## src/rtl/ccff_chain_loader.sv

```systemverilog
// ---------------------------------------------------------------------------
// ccff_chain_loader
//
// Serially loads the configuration-flip-flop chain of a routing tile (or tile
// group) from bitstream words delivered over a valid/ready handshake. Each
// word is shifted MSB-first onto ccff_head with config_enable high for exactly
// one cycle per bit. The old chain contents falling out of ccff_tail are
// folded into a running parity as a cheap readback check.
//
// Ports:
//   prog_clk       configuration clock (only clock)
//   pReset         asynchronous, active-high reset
//   start          begin a load (honoured only when idle)
//   abort          terminate a load in progress
//   bs_data        bitstream word
//   bs_valid       bs_data valid
//   bs_ready       word accepted this cycle (combinational, high while fetching)
//   ccff_tail      chain tail, sampled on every shift edge
//   ccff_head      serial bit to the chain head (registered)
//   config_enable  chain shift enable, one bit per high cycle (registered)
//   busy           load in progress (registered)
//   done           one-cycle pulse on completed load (registered)
//   aborted        one-cycle pulse on abort (registered)
//   bit_cnt        bits shifted in the current or last load (registered)
//   rb_parity      XOR of ccff_tail samples in the current or last load
// ---------------------------------------------------------------------------
module ccff_chain_loader #(
  parameter int CHAIN_LEN = 40,
  parameter int WORD_W    = 8,
  parameter int CNT_W     = $clog2(CHAIN_LEN + 1)
) (
  input  logic              prog_clk,
  input  logic              pReset,
  input  logic              start,
  input  logic              abort,
  input  logic [WORD_W-1:0] bs_data,
  input  logic              bs_valid,
  output logic              bs_ready,
  input  logic              ccff_tail,
  output logic              ccff_head,
  output logic              config_enable,
  output logic              busy,
  output logic              done,
  output logic              aborted,
  output logic [CNT_W-1:0]  bit_cnt,
  output logic              rb_parity
);

  localparam int WC_W = $clog2(WORD_W + 1);

  localparam logic [CNT_W:0]   LAST_C      = (CNT_W + 1)'(CHAIN_LEN);
  localparam logic [CNT_W:0]   CNT_ONE_X_C = (CNT_W + 1)'(1);
  localparam logic [CNT_W-1:0] CNT_ONE_C   = CNT_W'(1);
  localparam logic [WC_W-1:0]  WORD_LAST_C = WC_W'(WORD_W);
  localparam logic [WC_W-1:0]  WC_ONE_C    = WC_W'(1);

  typedef enum logic [1:0] {
    ST_IDLE  = 2'd0,
    ST_FETCH = 2'd1,
    ST_SHIFT = 2'd2,
    ST_DONE  = 2'd3
  } state_t;

  // Folds one readback sample into the running parity.
  function automatic logic parity_fold(input logic acc, input logic sample);
    return acc ^ sample;
  endfunction

  state_t            state_r,     state_nxt_s;
  logic              head_r,      head_nxt_s;
  logic              ce_r,        ce_nxt_s;
  logic              busy_r,      busy_nxt_s;
  logic              done_r,      done_nxt_s;
  logic              aborted_r,   aborted_nxt_s;
  logic [CNT_W-1:0]  bit_cnt_r,   bit_cnt_nxt_s;
  logic              parity_r,    parity_nxt_s;
  logic [WORD_W-1:0] sreg_r,      sreg_nxt_s;
  logic [WC_W-1:0]   wcnt_r,      wcnt_nxt_s;

  // Next-state and next-output logic for the load sequencer.
  always_comb begin
    state_nxt_s   = state_r;
    head_nxt_s    = head_r;
    ce_nxt_s      = ce_r;
    done_nxt_s    = 1'b0;
    aborted_nxt_s = 1'b0;
    bit_cnt_nxt_s = bit_cnt_r;
    parity_nxt_s  = parity_r;
    sreg_nxt_s    = sreg_r;
    wcnt_nxt_s    = wcnt_r;

    case (state_r)
      ST_IDLE: begin
        ce_nxt_s = 1'b0;
        if (start) begin
          state_nxt_s   = ST_FETCH;
          bit_cnt_nxt_s = '0;
          parity_nxt_s  = 1'b0;
        end else begin
          state_nxt_s   = ST_IDLE;
        end
      end

      ST_FETCH: begin
        // Abort beats a simultaneous handshake: the offered word is left unconsumed.
        if (abort) begin
          state_nxt_s   = ST_IDLE;
          ce_nxt_s      = 1'b0;
          aborted_nxt_s = 1'b1;
        end else if (bs_valid) begin
          state_nxt_s = ST_SHIFT;
          head_nxt_s  = bs_data[WORD_W-1];
          ce_nxt_s    = 1'b1;
          sreg_nxt_s  = bs_data << 1'd1;
          wcnt_nxt_s  = WC_ONE_C;
        end else begin
          ce_nxt_s    = 1'b0;
        end
      end

      ST_SHIFT: begin
        if (abort) begin
          state_nxt_s   = ST_IDLE;
          ce_nxt_s      = 1'b0;
          aborted_nxt_s = 1'b1;
        end else begin
          // The chain captures ccff_head on this edge while its old tail bit is sampled.
          bit_cnt_nxt_s = bit_cnt_r + CNT_ONE_C;
          parity_nxt_s  = parity_fold(parity_r, ccff_tail);
          // Chain-length check comes first so a partial last word ends the load.
          if (({1'b0, bit_cnt_r} + CNT_ONE_X_C) == LAST_C) begin
            state_nxt_s = ST_DONE;
            ce_nxt_s    = 1'b0;
            done_nxt_s  = 1'b1;
          end else if (wcnt_r == WORD_LAST_C) begin
            state_nxt_s = ST_FETCH;
            ce_nxt_s    = 1'b0;
          end else begin
            head_nxt_s  = sreg_r[WORD_W-1];
            sreg_nxt_s  = sreg_r << 1'd1;
            wcnt_nxt_s  = wcnt_r + WC_ONE_C;
          end
        end
      end

      ST_DONE: begin
        state_nxt_s = ST_IDLE;
        ce_nxt_s    = 1'b0;
      end

      default: begin
        state_nxt_s = ST_IDLE;
        ce_nxt_s    = 1'b0;
      end
    endcase

    busy_nxt_s = (state_nxt_s == ST_FETCH) || (state_nxt_s == ST_SHIFT);
  end

  // State and registered outputs; pReset clears everything immediately.
  always_ff @(posedge prog_clk or posedge pReset) begin
    if (pReset) begin
      state_r   <= ST_IDLE;
      head_r    <= 1'b0;
      ce_r      <= 1'b0;
      busy_r    <= 1'b0;
      done_r    <= 1'b0;
      aborted_r <= 1'b0;
      bit_cnt_r <= '0;
      parity_r  <= 1'b0;
      sreg_r    <= '0;
      wcnt_r    <= '0;
    end else begin
      state_r   <= state_nxt_s;
      head_r    <= head_nxt_s;
      ce_r      <= ce_nxt_s;
      busy_r    <= busy_nxt_s;
      done_r    <= done_nxt_s;
      aborted_r <= aborted_nxt_s;
      bit_cnt_r <= bit_cnt_nxt_s;
      parity_r  <= parity_nxt_s;
      sreg_r    <= sreg_nxt_s;
      wcnt_r    <= wcnt_nxt_s;
    end
  end

  assign bs_ready      = (state_r == ST_FETCH);
  assign ccff_head     = head_r;
  assign config_enable = ce_r;
  assign busy          = busy_r;
  assign done          = done_r;
  assign aborted       = aborted_r;
  assign bit_cnt       = bit_cnt_r;
  assign rb_parity     = parity_r;

endmodule

```

## config.mk

```make
export PLATFORM = sky130hd
export DESIGN_NAME = ccff_chain_loader
export DESIGN_NICKNAME = d
export VERILOG_FILES = /design/src/rtl/ccff_chain_loader.sv
export SDC_FILE = /design/constraint.sdc
export NUM_CORES = 1
export LEC_CHECK = 0
export ABC_AREA = 1
export CORE_ASPECT_RATIO = 0.8
export CORE_MARGIN = 10
export CORE_UTILIZATION = 55
export CTS_CLUSTER_DIAMETER = 30
export DETAILED_ROUTE_END_ITERATION = 12
export HOLD_SLACK_MARGIN = 0.1
export PLACE_DENSITY = 0.83
export SYNTH_ARGS = -nofsm -noshare
export SYNTH_HDL_FRONTEND = slang
export SYNTH_SLANG_ARGS = --single-unit
```

## constraint.sdc

```tcl
create_clock -name prog_clk -period 2.89 [get_ports prog_clk]
set_input_delay 0.578 -clock prog_clk [delete_from_list [all_inputs] [get_ports prog_clk]]
set_output_delay 0.578 -clock prog_clk [all_outputs]
set_load 0.005 [all_outputs]
```

==> results.json, run 1 <==
{
  "wire_per_inst_um": 13.3,
  "max_slew_margin_pct": 72.1,
  "hold_path.class": "reg2reg",
  "maxSlewViolCount": 0,
  "dp_hpwl_um": 2570,
  "antenna_left": 0,
  "start_util_pct": 58.0,
  "yosysSeqAreaShare_pct": 43.4,
  "tritoncts": "done",
  "required_ns": 3.16,
  "via_per_inst": 5.22,
  "ir_drop_mv": 0.427,
  "start_kind": "flip-flop",
  "p_per_area_nw_per_um2": 406,
  "fin_worst_skew_ns": 0.0116,
  "ff2ff_setup_slack_ns": 0.74,
  "fp-row-count": 16,
  "drc_errors": 0,
  "slowest_stage": "dfrtp_1",
  "hold_viol": 0,
  "worst-path-max-fanout": 16,
  "vias": 1294,
  "grt_start_max_net_pins": 26,
  "grt_pass1_wl_um": 5630,
  "async_flop_share_pct": 100,
  "cp_cell_sequence": "inv_1, ha_1, inv_2, o21ai_1, nand4_4, nand2_2, nand2_1, nand2_1",
  "syn2layout_area_growth_pct": 21.7,
  "syn-cell-area_um2": 1440,
  "cts_setup_buffers": 0,
  "crit_type": "reg2reg",
  "grt_pass1_vias": 1191,
  "drive_above_1_share_pct": 6.60,
  "worst_pin_slew_ns": 0.416,
  "setup_tns_ns": 0,
  "hold_slack_ns": 0.524,
  "core_region_area_um2": 2480,
  "leakagePower_nw": 0.872,
  "grt.total_usage_pct": 13.2,
  "cts_made_buffers": 3,
  "period_share_pct": 74.5,
  "route.final.wire_length_um": 3310,
  "ys_types": 26,
  "avgSynthCellArea_um2": 7.78,
  "status": "finished clean",
  "die_x_um": 77.2,
  "final_common_cell": "nand2_1",
  "ys_warn_count": 0,
  "timing.fmax_mhz": 464,
  "setup_viol": 0,
  "power_w": 0.000712,
  "synth.ff_latch_count": 25,
  "ios": 27,
  "max_stage_delay_ns": 0.43,
  "drt_pass1_iterations": 4,
  "clock_sinks": 25,
  "final_cell_mix": "nand2_1 (71), clkdlybuf4s50_1 (26), dfrtp_1 (25)",
  "dieHeight_um": 65.8,
  "cts_resized": 0,
  "final_nets": 235,
  "path_delay_family": "simple AND/OR/NAND/NOR gates",
  "overflow": 0,
  "fin_crit_ns": 2.15,
  "drv_cap": 0,
  "worstSetupEndpointType": "flip-flop",
  "clock_latency_ns": 0.33,
  "syn_inst": 185,
  "io_buffers": 26,
  "cts_root_buf": "clkbuf_4",
  "gp_congestion": 0.850,
  "clk_pin_slew_worst_paths_ns": 0.13,
  "cp.arrival_ns": 2.42,
  "cp_common_cell": "nand2_1",
  "fp.dieArea_um2": 5080,
  "htreeDepth": 1,
  "ys.flop_type": "dfrtp_1",
  "synth-edff-count": 0,
  "n_antenna_cell": 0,
  "ctsHoldBuffers": 0,
  "crit_buf_inv": 2,
  "rsz0062_at_grt": "false",
  "clk_path_buf_depth": 2,
  "synth_nets": 207,
  "antenna_found_initial": 0,
  "drt_iter0_drc": 135
}
==> synthesized netlist by cell type, drive strengths merged (2+ instances only) <==
library cell	instances	share of area (%)
nand2	74	20
dfrtp	25	43
nand3	21	8.3
inv	20	5.2
ha	8	7.0
nor2	7	2.0
o21ai	7	2.4
nand4	6	3.6
a21oi	3	1.0
buf	3	1.7
o22ai	3	1.3
xnor2	2	1.2
==> power by group <==
part           total (W)  switching [W]  leakage (nW)  internal (W)
clock           0.000162       0.000110        0.0177     0.0000519
sequential      0.000411      0.0000242         0.331      0.000387
combinational   0.000139      0.0000733         0.523     0.0000656
==> stage by stage <==
step                      area, µm²  setup WS [ns]  std cells  util (%)
final                          1750          0.736        248      70.6
after global routing           1750          0.506        248      70.6
after CTS                      1750          0.740        248      70.6
after detailed placement       1730          0.721        244      69.5
after global placement         1730          0.810        244      69.5
after floorplan                1440           1.29        185         -
==> final cells by class <==
| type | count | area, µm² |
|---|---|---|
| multi-input combinational | 136 | 712 |
| fill | 217 | 729 |
| sequential | 25 | 626 |
| inverter | 20 | 75.1 |
| tap | 36 | 45.0 |
| timing repair buffer | 27 | 268 |
| clock inverter | 1 | 5.00 |
| clock buffer | 3 | 22.5 |
==> worst min-delay path, cell delays in order, from the launching register on <==
cell and delay [ns]:
dfrtp_1 0.37, nand3_1 0.07, nand2_1 0.06
==> routing by layer <==
metal | vias to the layer above | GRT usage (%) | part of all wire (%)
met4 | 0 | 2.05 | 0.12
met5 | - | 0 | 0
met2 | 41 | 21.0 | 46
li1 | 654 | - | -
met3 | 2 | 4.76 | 7.7
met1 | 597 | 17.0 | 46
==> final timing paths <==
check | cells past startpoint | startpoint | end
hold / removal | 2 | sreg_r[4]$_DFFE_PP0P_ | sreg_r[4]$_DFFE_PP0P_
min in group asynchronous | 3 | pReset | bit_cnt[2]$_DFFE_PP0P_
hold reg to reg | 2 | sreg_r[4]$_DFFE_PP0P_ | sreg_r[4]$_DFFE_PP0P_
setup / recovery | 8 | state_r[0]$_DFF_PP0_ | sreg_r[5]$_DFFE_PP0P_
max in group asynchronous | 3 | pReset | sreg_r[1]$_DFFE_PP0P_
setup reg to reg | 8 | state_r[0]$_DFF_PP0_ | sreg_r[5]$_DFFE_PP0P_
==> cells by family (layout without fill, tap and decap cells) <==
kind of cell	after synthesis	count (layout)	synth area share, %
AOI/OAI and AO/OA	15	15	5.99
xor gates and xnor gates	3	3	1.82
adders and majority gates	8	8	6.95
buffers and inverters	24	51	7.12
DFF	25	25	43.4
and+or+nand+nor	110	110	34.7
==> sequential cells by signal (all words and copies together), names as in the netlist, 2 cells and up <==
signal	flops
bit_cnt	6
sreg_r	7
state_r	2
wcnt_r	4
Note: power is estimated with default switching activity, not from simulation.
==> inputs of run 2 (changes only) <==
--- a/config.mk
+++ b/config.mk
@@ -8,11 +8,11 @@
 export ABC_AREA = 1
 export CORE_ASPECT_RATIO = 0.8
 export CORE_MARGIN = 10
-export CORE_UTILIZATION = 55
+export CORE_UTILIZATION = 46
 export CTS_CLUSTER_DIAMETER = 30
 export DETAILED_ROUTE_END_ITERATION = 12
 export HOLD_SLACK_MARGIN = 0.1
-export PLACE_DENSITY = 0.83
+export PLACE_DENSITY = 0.74
 export SYNTH_ARGS = -nofsm -noshare
 export SYNTH_HDL_FRONTEND = slang
 export SYNTH_SLANG_ARGS = --single-unit
==> constraint.sdc (replaced) <==
create_clock -name prog_clk -period 1.75 [get_ports prog_clk]
set_input_delay 0.35 -clock prog_clk [delete_from_list [all_inputs] [get_ports prog_clk]]
set_output_delay 0.35 -clock prog_clk [all_outputs]
set_load 0.005 [all_outputs]
==> run 2 against run 1 <==
  * Core utilization shrank 6.6 points
  * Setup slack lost 0.62 ns
  * Register-to-register slack worse by 0.58 ns
  * Sequential share of layout area fell by 3.5 points
  * Critical path depth up 3
  * Global-route usage down 0.39 points
  * Non-clock buffer count increased by 18
  * Routed wire length increased by 9.1%
  * Power grew 80%
  * Flip-flop and latch count unchanged
  * Hold slack got worse by 0.20 ns
  * Sequential power rose by 66%
  * Largest cell class unchanged
  * Largest power group unchanged
==> results.json, run 2 (synthesis results as in run 1) <==
{
  "leakagePower_nw": 0.964,
  "n_antenna_cell": 0,
  "crit_buf_inv": 3,
  "syn2layout_area_growth_pct": 35.1,
  "fin_worst_skew_ns": 0.00446,
  "hold_path.class": "in2async",
  "gp_congestion": 0.853,
  "dieHeight_um": 70.0,
  "tritoncts": "done",
  "path_delay_family": "buffers and inverters",
  "dp_hpwl_um": 2790,
  "final_nets": 253,
  "grt.total_usage_pct": 12.8,
  "cp_common_cell": "nand2_1",
  "drt_iter0_drc": 109,
  "antenna_found_initial": 0,
  "fillers": 267,
  "final_cell_mix": "nand2_1 (71), clkdlybuf4s50_1 (25), dfrtp_1 (24)",
  "hold_viol": 0,
  "fin_crit_ns": 1.64,
  "maxSlewViolCount": 0,
  "grt_pass1_vias": 1346,
  "htreeDepth": 1,
  "route.final.wire_length_um": 3610,
  "cp_cell_sequence": "clkdlybuf4s50_1, inv_1, nand2_1, buf_4, nor3_1, a21oi_1, nand2_1, nand2_1, nand2_1, nand2_1, nand2_1",
  "setup_tns_ns": 0,
  "ios": 27,
  "start_util_pct": 47.4,
  "overflow": 0,
  "place_ws_ns": -0.150,
  "final_common_cell": "nand2_1",
  "die_x_um": 82.6,
  "max_stage_delay_ns": 0.58,
  "worst_pin_slew_ns": 0.309,
  "fp.dieArea_um2": 5780,
  "vias": 1366,
  "io_buffers": 26,
  "cp.arrival_ns": 1.80,
  "clk_pin_slew_worst_paths_ns": 0.08,
  "grt_pass1_wl_um": 6070,
  "antenna_left": 0,
  "wire_per_inst_um": 13.4,
  "timing.rr.start": "bit_cnt[0]$_DFFE_PP0P_",
  "period_share_pct": 93.6,
  "dpl_cell_area_um2": 1850,
  "top_register": "sreg_r",
  "cts_made_buffers": 3,
  "status": "finished clean",
  "reg2reg_depth": 11,
  "drv_cap": 0,
  "p_per_area_nw_per_um2": 658,
  "core_region_area_um2": 3040,
  "slowest_stage": "clkdlybuf4s50_1",
  "cts_root_buf": "clkbuf_8",
  "fp-row-count": 18,
  "worst-path-max-fanout": 4,
  "stdcell_area_um2": 1950,
  "fin_ws_ns": 0.113,
  "drt_pass1_iterations": 4,
  "clock_sinks": 25,
  "ir_drop_mv": 0.515,
  "rsz0062_at_grt": "true",
  "fin_util_pct": 64.0,
  "via_per_inst": 5.06,
  "ctsHoldBuffers": 0,
  "drive_above_1_share_pct": 18.3,
  "ff2ff_setup_slack_ns": 0.16,
  "start_kind": "input pin",
  "max_slew_margin_pct": 79.4,
  "power_w": 0.00128,
  "crit_type": "in2reg",
  "r2r-end": "sreg_r[5]$_DFFE_PP0P_",
  "required_ns": 1.92,
  "grt_start_max_net_pins": 14,
  "worstSetupEndpointType": "flip-flop",
  "clk_path_buf_depth": 2,
  "drc_errors": 0,
  "largest_reg_flops": 7,
  "clock_latency_ns": 0.27,
  "setup_viol": 0,
  "timing.fmax_mhz": 611
}
==> run 2: cell type report <==
cell class,instances,area [µm²],share of cell area (%)
Clock buffer,4,45.0,2.32
Inverter,20,77.6,3.99
Tap cell,40,50.0,2.57
Multi-Input combinational cell,136,741,38.1
Sequential cell,25,627,32.2
Timing Repair Buffer,45,405,20.8
==> run 2: stage by stage <==
step,instances,hold WS (ns)
global route,270,0.350
finish,270,0.328
floorplan,185,0.377
detailed placement,264,0.499
CTS,269,0.342
global placement,264,0.491
==> run 2: worst max path at each step <==
| stage | end | depth (start not counted) | startpoint | slack (ns) |
|---|---|---|---|---|
| after detailed placement | bit_cnt[3]$_DFFE_PP0P_ | 6 | abort | -0.15 |
| final | busy$_DFF_PP0_ | 11 | abort | 0.11 |
| after global routing | busy$_DFF_PP0_ | 11 | bit_cnt[0]$_DFFE_PP0P_ | -0.02 |
| after floorplan | ccff_head$_DFFE_PP0P_ | 11 | bit_cnt[0]$_DFFE_PP0P_ | 0.15 |
| after global placement | bit_cnt[3]$_DFFE_PP0P_ | 6 | abort | -0.05 |
| after CTS | sreg_r[5]$_DFFE_PP0P_ | 11 | bit_cnt[0]$_DFFE_PP0P_ | 0.02 |
==> run 2: layer usage <==
layer / part of all wire [%] / up-vias / global-route usage (%) / routed length, µm
met2: 47 / 56 / 19.9 / 1690
met5: 0 / - / 0 / 0
met3: 8.3 / 6 / 4.09 / 298
met1: 43 / 618 / 16.4 / 1570
li1: - / 686 / - / -
met4: 1.5 / 0 / 3.34 / 54
==> run 2: what timing repair did <==
item / CTS / global route
setup buffers: 1 / 1
setup endpoints to repair: 2 / 20
pin swaps: 0 / 1
gates resized for setup: 4 / 11
==> run 2: worst reg2reg max path: cells and delay by family, from the launching register on <==
kind	cells	cell delay, ns
fa+ha+maj	1	0.22
flops	1	0.39
buf+inv	1	0.06
simple gates	9	0.81
==> run 2: where the power goes <==
group	total [W]	internal, W	switching [W]
clock network	0.000336	0.000163	0.000173
registers	0.000683	0.000639	0.0000442
logic	0.000262	0.000129	0.000133
==> inputs of run 3 (changes only) <==
--- a/config.mk
+++ b/config.mk
@@ -11,6 +11,7 @@
 export CORE_UTILIZATION = 46
 export CTS_CLUSTER_DIAMETER = 30
 export DETAILED_ROUTE_END_ITERATION = 12
+export GPL_ROUTABILITY_DRIVEN = 0
 export HOLD_SLACK_MARGIN = 0.1
 export PLACE_DENSITY = 0.74
 export SYNTH_ARGS = -nofsm -noshare
==> results of run 3 <==
The final DEF is identical to that of run 2; final timing and power are the same.
